$ cat src/rtl/reaction_pkg.sv
// Shared result codes, FSM state encoding and press-priority helper for reaction_judge.
package reaction_pkg;

    localparam logic [1:0] RES_NONE    = 2'b00;
    localparam logic [1:0] RES_HIT     = 2'b01;
    localparam logic [1:0] RES_WRONG   = 2'b10;
    localparam logic [1:0] RES_TIMEOUT = 2'b11;

    typedef enum logic {
        IDLE  = 1'b0,
        ARMED = 1'b1
    } state_e;

    // Maps a press vector to the action code of its lowest-index set bit.
    // Button i encodes action num_btn-1-i; an empty vector yields 0.
    function automatic logic [31:0] press_to_action(input logic [31:0] press,
                                                    input int unsigned num_btn);
        logic [31:0] act;
        act = '0;
        // Walk from high to low so the lowest set index is written last.
        for (int i = 31; i >= 0; i--) begin
            if ((i < num_btn) && press[i]) begin
                act = num_btn - 1 - i;
            end
        end
        return act;
    endfunction

endpackage

$ cat src/rtl/btn_edge_detect.sv
// Registers the button levels every cycle and flags rising edges.
module btn_edge_detect #(
    parameter int unsigned NUM_BTN = 4
) (
    input  logic               clk_i,
    input  logic               rst_i,
    input  logic [NUM_BTN-1:0] btn_i,
    output logic [NUM_BTN-1:0] press_o,
    output logic               any_press_o
);

    logic [NUM_BTN-1:0] btn_q;

    // Button history, updated in every FSM state.
    always_ff @(posedge clk_i) begin
        if (rst_i) begin
            btn_q <= '0;
        end else begin
            btn_q <= btn_i;
        end
    end

    // Rising edges only: a held button never produces a second press.
    always_comb begin
        press_o     = btn_i & ~btn_q;
        any_press_o = |press_o;
    end

endmodule

$ cat src/rtl/reaction_judge.sv
// Per-round answer judge: hit / wrong / timeout, saturating tallies, sticky game-over.
module reaction_judge
    import reaction_pkg::*;
#(
    parameter int unsigned NUM_BTN   = 4,
    parameter int unsigned ACT_W     = 2,
    parameter int unsigned WINDOW    = 50,
    parameter int unsigned WIN_W     = 8,
    parameter int unsigned CNT_W     = 8,
    parameter int unsigned MAX_WRONG = 10
) (
    input  logic               clk_i,
    input  logic               rst_i,
    input  logic               tick_i,
    input  logic               round_start_i,
    input  logic [ACT_W-1:0]   action_i,
    input  logic [NUM_BTN-1:0] btn_i,
    output logic [ACT_W-1:0]   operation_o,
    output logic               result_valid_o,
    output logic [1:0]         result_o,
    output logic [CNT_W-1:0]   right_time_o,
    output logic [CNT_W-1:0]   wrong_time_o,
    output logic               busy_o,
    output logic               game_over_o
);

    localparam logic [WIN_W-1:0] WinLast  = WIN_W'(WINDOW - 1);
    localparam logic [CNT_W-1:0] CntMax   = '1;
    localparam logic [CNT_W-1:0] MaxWrong = CNT_W'(MAX_WRONG);

    logic [NUM_BTN-1:0] press;
    logic               any_press;
    logic [ACT_W-1:0]   press_act;

    state_e             state_q;
    logic [ACT_W-1:0]   act_q;
    logic [WIN_W-1:0]   win_q;
    logic [ACT_W-1:0]   op_q;
    logic [1:0]         res_q;
    logic               valid_q;
    logic [CNT_W-1:0]   right_q, right_d;
    logic [CNT_W-1:0]   wrong_q, wrong_d;
    logic               over_q;

    btn_edge_detect #(
        .NUM_BTN (NUM_BTN)
    ) u_edge (
        .clk_i       (clk_i),
        .rst_i       (rst_i),
        .btn_i       (btn_i),
        .press_o     (press),
        .any_press_o (any_press)
    );

    // Priority-encoded press action and saturating tally increments.
    always_comb begin
        press_act = ACT_W'(press_to_action(32'(press), NUM_BTN));
        right_d   = (right_q == CntMax) ? right_q : right_q + CNT_W'(1);
        wrong_d   = (wrong_q == CntMax) ? wrong_q : wrong_q + CNT_W'(1);
    end

    // Round FSM with window counter, tallies and registered outputs.
    always_ff @(posedge clk_i) begin
        if (rst_i) begin
            state_q <= IDLE;
            act_q   <= '0;
            win_q   <= '0;
            op_q    <= '0;
            res_q   <= RES_NONE;
            valid_q <= 1'b0;
            right_q <= '0;
            wrong_q <= '0;
            over_q  <= 1'b0;
        end else begin
            valid_q <= 1'b0;
            case (state_q)
                IDLE: begin
                    if (round_start_i && !over_q) begin
                        act_q   <= action_i;
                        win_q   <= '0;
                        state_q <= ARMED;
                    end
                end
                ARMED: begin
                    // A press beats a coincident final tick.
                    if (any_press) begin
                        op_q    <= press_act;
                        valid_q <= 1'b1;
                        state_q <= IDLE;
                        if (press_act == act_q) begin
                            res_q   <= RES_HIT;
                            right_q <= right_d;
                        end else begin
                            res_q   <= RES_WRONG;
                            wrong_q <= wrong_d;
                            if (wrong_d >= MaxWrong) begin
                                over_q <= 1'b1;
                            end
                        end
                    end else if (tick_i) begin
                        win_q <= win_q + WIN_W'(1);
                        if (win_q == WinLast) begin
                            res_q   <= RES_TIMEOUT;
                            valid_q <= 1'b1;
                            state_q <= IDLE;
                            wrong_q <= wrong_d;
                            if (wrong_d >= MaxWrong) begin
                                over_q <= 1'b1;
                            end
                        end
                    end
                end
                default: state_q <= IDLE;
            endcase
        end
    end

    assign operation_o    = op_q;
    assign result_valid_o = valid_q;
    assign result_o       = res_q;
    assign right_time_o   = right_q;
    assign wrong_time_o   = wrong_q;
    assign busy_o         = (state_q == ARMED);
    assign game_over_o    = over_q;

endmodule

$ cat config.mk
export PLATFORM = sky130hd
export DESIGN_NAME = reaction_judge
export DESIGN_NICKNAME = d
export VERILOG_FILES = /design/src/rtl/reaction_pkg.sv /design/src/rtl/btn_edge_detect.sv /design/src/rtl/reaction_judge.sv
export SDC_FILE = /design/constraint.sdc
export NUM_CORES = 1
export LEC_CHECK = 0
export CAP_MARGIN = 20
export CORE_MARGIN = 4
export CORE_UTILIZATION = 43
export DETAILED_ROUTE_END_ITERATION = 16
export GPL_TIMING_DRIVEN = 0
export PLACE_DENSITY = 0.67
export SLEW_MARGIN = 20
export SYNTH_ARGS = -nofsm -noshare
export SYNTH_HDL_FRONTEND = slang
export SYNTH_HIERARCHICAL = 1
export SYNTH_SLANG_ARGS = --single-unit
$ cat constraint.sdc
create_clock -name clk_i -period 3.85 [get_ports clk_i]
set_input_delay 0.5775 -clock clk_i [delete_from_list [all_inputs] [get_ports clk_i]]
set_output_delay 0.5775 -clock clk_i [all_outputs]
set_load 0.05 [all_outputs]
==> run metrics, run 1 <==
root buffer cell clkbuf_8; CTS tree built; worst vdd ir 0.1929 mV; Hold Vio Cnt, Final 0; Worst-Margin Slew 0.6172 ns; most numerous cell in the Yosys netlist dfxtp_1; PD cells 329.3 nW/um^2; Reg2Reg Depth 6; placed inst area 2238 um^2; Seq/Total Area, Yosys 0.3992; core footprint 4086 um^2; largest cells by area after synthesis dfxtp_1, nor2_1, a21oi_1; post-synth top area share 0.3992; setup TNS 0 ns; initial antenna violation count 0; Yosys cell types 49; Ports 33; Avg WL per Cell 13.13 um; ys flop type dfxtp_1; share of cells above drive strength 1 0.08730; global-route wire length before repair 6858 um; Synth Register Bits 37; largest net degree at the start of global routing 11; Routed WL 3964 um; Internal Power 575.1 uW; Clk Latency, worst-skew pair 0.28 ns; die area 5430 um^2; Hold Crit Endpoint result_o[0]$_SDFFE_PP0P_; Die Wd 73.69 um; Final period util 0.7640; Starting Density 0.4541; Row Count 23; cells after synthesis 213; Startpoint Class primary input; Comb power frac 0.128; Longest Clk Path Bufs 2; Overflow after GRT 0; synth cell count leaders dfxtp_1, nor2_1, a21oi_1, nand2_1, nor2b_1; Max Cap Viol 0; Pre-antenna DRT Iters 4; Critical Path Fanout Max 5; ant diodes 0; Final Max Tran Viols 0; # hold bufs at CTS 0; nets@finish 266; register area 740.7 um^2; sw power 190.5 uW; synthesis-to-layout area growth 25.29%; port bufs 32; number of global-route vias before repair 1524; clock net sink count 37; static leakage 0.8348 nW; Post-synth ARST share 0; initial DRC count 79; # DRC 0; crit path kind primary input to flop; fill cell count 395; number of routed nets with antenna violations 0; CP required 4.02 ns; Final Critical Period 2.941 ns; Flop pwr share 0.523; Final Core Density 0.5689; worst r2r src u_edge/btn_q[1]$_SDFF_PP0_; Vias/cell 5.344; gr usage total 0.1616; FMAX 340.0 MHz; CTS H-Tree Depth 2; Syn. warnings 6; die height 73.69 um; post-cts resize count 0; number of setup buffers added after CTS 0; final setup fails 0; Net Sw Frac 0.2488; power after layout 765.6 uW; clock skew 0.001947 ns; clk slew on worst S/H paths 0.07 ns; Clock Power Share 0.348; WHS 0.4739 ns; HP Class flop to flop; mapped cell area 1856 um^2; CP Capture Type flop; area of the multi-input gates 1052 um^2; net count after synthesis 227; clock buffers created by TritonCTS 5; Placer Congestion 0.8538; Hold Crit Start result_o[0]$_SDFFE_PP0P_; reg-to-reg endpoint wrong_time_o[0]$_SDFFE_PP0P_; crit path DAT 3.12 ns; status complete, no violations; Slew HR 0.5850; Avg Inst Size Synth 8.711 um^2; Final HPWL DP 2906 um; R2R Setup Slk 1.42 ns; cell taking the most area after synthesis dfxtp_1; Hold Path Depth 2; RSZ-0062 raised after global routing no; Finished Cell Area 2325 um^2; Vias 1614; EDFF count, synth 0
layout make-up:
| type | count | area share |
|---|---|---|
| Inverter | 7 | 0.01130 |
| Timing Repair Buffer | 32 | 0.1378 |
| Multi-Input combinational cell | 161 | 0.4526 |
| Clock buffer | 7 | 0.03714 |
| Buffer | 8 | 0.01561 |
| Sequential cell | 37 | 0.3186 |
| Tap cell | 50 | 0.02691 |
state kept, by name, indices dropped and copies added (netlist names):
signal          cells
u_edge/btn_q        4
act_q               2
wrong_time_o        8
right_time_o        8
result_o            2
result_valid_o      1
win_q               8
game_over_o         1
busy_o              1
operation_o         2
worst max-delay path by stage:
| stage | from | end | slack, ns | cells after the start |
|---|---|---|---|---|
| finish | btn_i[1] | wrong_time_o[0]$_SDFFE_PP0P_ | 0.91 | 7 |
| global route | btn_i[1] | wrong_time_o[0]$_SDFFE_PP0P_ | 0.79 | 7 |
| CTS | btn_i[1] | wrong_time_o[0]$_SDFFE_PP0P_ | 0.96 | 7 |
| detailed placement | btn_i[1] | wrong_time_o[0]$_SDFFE_PP0P_ | 0.68 | 7 |
| global placement | btn_i[1] | wrong_time_o[0]$_SDFFE_PP0P_ | 0.64 | 7 |
| floorplan | btn_i[2] | wrong_time_o[0]$_SDFFE_PP0P_ | 1.50 | 7 |
stage by stage:
stage               setup slack, ns  instances
floorplan                     1.498        213
global placement             0.6380        295
detailed placement           0.6791        295
CTS                          0.9604        302
global route                 0.7875        302
finish                       0.9085        302
per-layer routing:
metal / vias up / GRT usage / wire, um
met3: 7 / 0.04925 / 157
met4: 0 / 0.06439 / 70
met1: 735 / 0.2074 / 1884
li1: 845 / - / -
met2: 27 / 0.2520 / 1851
met5: - / 0 / 0
cell usage in the layout, fill, tap and decap left out, drive strengths merged, types with 6 or more instances in the layout:
cell / synthesis / layout
a211oi: 7 / 7
a21oi: 16 / 16
clkbuf: 4 / 11
clkdlybuf4s50: 0 / 32
dfxtp: 37 / 37
inv: 7 / 7
nand2: 10 / 10
nand3: 6 / 6
nor2: 29 / 29
nor2b: 12 / 12
o21ai: 9 / 9
or3: 6 / 6
power by group through the flow:
stage,registers (mW),clock network (mW),logic [mW]
after floorplan,0.429,0,0.0454
after global placement,0.409,0,0.0984
after detailed placement,0.409,0,0.0990
after CTS,0.401,0.275,0.0994
after global routing,0.402,0.288,0.106
final,0.401,0.267,0.0982
critical path: stages:
cell and delay, ns:
clkdlybuf4s50_1 0.47, nor2b_1 0.32, nor2_1 0.13, a41o_1 0.34, o31ai_1 0.58, nor2b_1 0.33, mux2_2 0.36
cells by family after synthesis:
| group | after synthesis | synth area share |
|---|---|---|
| AO/OA/AOI/OAI | 46 | 0.1713 |
| XOR/XNOR | 7 | 0.03304 |
| adder cells (fa/ha/maj) | 4 | 0.02697 |
| buffers and inverters | 15 | 0.03372 |
| flip-flops | 37 | 0.3992 |
| multiplexers | 7 | 0.03911 |
| AND/OR/NAND/NOR | 97 | 0.2967 |
(Power assumes the default switching activity.)
==> inputs of run 2 (changes only) <==
Clock period 3.85 ns to 2.85 ns, I/O delays scaled along.
==> run 2 against run 1 <==
Against the previous run: sequential cell count is the same; non-clock buffer count is the same; highest routed layer unchanged; sequential power grew 35%; final cell count is the same; hold slack gained 0.0012 ns; via count is essentially flat; combinational power grew 36%; design area grew 0.22%; clock skew is essentially flat; first-iteration DRC count shrank 11%; register-to-register slack lost 0.83 ns.
==> run metrics, run 2 (synthesized netlist as in run 1, its figures left out) <==
Critical Path Fanout Max 5; number of global-route vias before repair 1524; initial antenna violation count 0; Comb power frac 0.129; clock skew 0.002111 ns; crit path kind primary input to flop; most common cell after layout, fill and taps aside dfxtp_1; Final period util 0.9191; Internal Power 777.3 uW; Die Wd 73.69 um; # DRC 0; ant diodes 0; Longest Clk Path Bufs 2; global-route wire length before repair 6858 um; clk slew on worst S/H paths 0.07 ns; Row Count 23; CP Capture Type flop; die area 5430 um^2; register area 740.7 um^2; CTS tree built; slowest CP cell clkdlybuf4s50_1; initial DRC count 70; cell chain of the critical path clkdlybuf4s50_1 > nor2b_1 > nor2_1 > a41o_1 > o31ai_2 > nor2b_1 > mux2_2; Pre-antenna DRT Iters 7; # hold bufs at CTS 0; CTS H-Tree Depth 2; slowest cell delay on critical path 0.47 ns; Finished Cell Area 2330 um^2; gr usage total 0.1616; Placer Congestion 0.8538; Clock Power Share 0.347; crit path DAT 2.79 ns; sw power 257.5 uW; Worst-Margin Slew 0.5146 ns; Overflow after GRT 0; Avg WL per Cell 13.24 um; synthesis-to-layout area growth 25.56%; RSZ-0062 raised after global routing no; fill cell count 396; area of the multi-input gates 1057 um^2; Slew HR 0.6554; Vias 1613; Hold Vio Cnt, Final 0; Net Sw Frac 0.2488; FMAX 381.8 MHz; Flop pwr share 0.523; number of routed nets with antenna violations 0; final setup fails 0; core footprint 4086 um^2; PD cells 444.1 nW/um^2; Vias/cell 5.341; Final Max Tran Viols 0; worst vdd ir 0.2608 mV; HP Class flop to flop; commonest non-fill, non-tap cells in the layout dfxtp_1, clkdlybuf4s50_1, nor2_1; Final HPWL DP 2906 um; placed inst area 2238 um^2; static leakage 0.8380 nW; Startpoint Class primary input; CP required 3.02 ns; share of cells above drive strength 1 0.09127; largest net degree at the start of global routing 11; most used cell along the critical path nor2b_1; root buffer cell clkbuf_8; Max Cap Viol 0; Clk Latency, worst-skew pair 0.28 ns; die height 73.69 um; Final Critical Period 2.619 ns; status complete, no violations; power after layout 1.035 mW; Final Core Density 0.5701; clock buffers created by TritonCTS 5; Ports 33; Routed WL 3999 um; nets@finish 266; Starting Density 0.4541; clock net sink count 37; port bufs 32
==> run 2: cell count changes in the layout (fill, tap and decap cells not counted) <==
cell	previous run	this run
o31ai_2	0	1
o31ai_1	3	2
==> run 2: final cells by class <==
type                       count  share of cell area
timing repair buffer          32              0.1375
tap                           50             0.02685
multi-input combinational    161              0.4538
inverter                       7             0.01128
clock buffer                   7             0.03706
buffer                         8             0.01557
sequential                    37              0.3179
==> run 2: stage by stage <==
stage                     std cells  hold slack [ns]  setup slack [ns]  setup TNS [ns]
after floorplan                 213           0.4585            0.6481               0
after detailed placement        295           0.4611           -0.1709         -0.5226
after CTS                       302           0.4716            0.1104               0
after global placement          295           0.4595           -0.2120         -0.7374
final                           302           0.4751            0.2306               0
after global routing            302           0.5084            0.1086               0
==> run 2: power groups by stage <==
stage	sequential, mW	clock (mW)	combinational, mW
2_1_floorplan	0.579	0	0.0613
3_3_place_gp	0.553	0	0.133
3_5_place_dp	0.553	0	0.134
4_1_cts	0.541	0.372	0.134
5_1_grt	0.544	0.389	0.144
6_report	0.542	0.359	0.134
==> run 2: per-layer routing <==
| layer | vias up | routed length [um] | share of wire | track usage |
|---|---|---|---|---|
| li1 | 843 | - | - | - |
| met1 | 732 | 1902 | 0.48 | 0.2074 |
| met2 | 32 | 1872 | 0.47 | 0.2520 |
| met3 | 6 | 159 | 0.040 | 0.04925 |
| met4 | 0 | 63 | 0.016 | 0.06439 |
| met5 | - | 0 | 0 | 0 |
==> run 2: worst max-delay path: cells and delay by family <==
kind	cells	cell delay, ns
compound gates	2	0.76
buf+inv	1	0.47
mux	1	0.36
simple gates	3	0.76
==> run 2: path summary, 6_finish.rpt <==
kind	start	to	slack [ns]	cells after the start
setup / recovery	btn_i[1]	wrong_time_o[0]$_SDFFE_PP0P_	0.23	7
setup reg to reg	u_edge/btn_q[1]$_SDFF_PP0_	wrong_time_o[0]$_SDFFE_PP0P_	0.59	6
hold / removal	result_o[0]$_SDFFE_PP0P_	result_o[0]$_SDFFE_PP0P_	0.48	2
hold reg to reg	result_o[0]$_SDFFE_PP0P_	result_o[0]$_SDFFE_PP0P_	0.48	2
==> run 2: what timing repair did <==
item,4_1_cts,5_1_grt
setup buffers,0,0
resized for setup,0,1
hold endpoints to repair,0,0
setup endpoints to repair,0,2
==> inputs of run 3 (changes only) <==
Settings changed: SLEW_MARGIN 20 to default.
==> results of run 3 <==
Same layout as run 2: the final DEF is identical, and so are final timing and power.
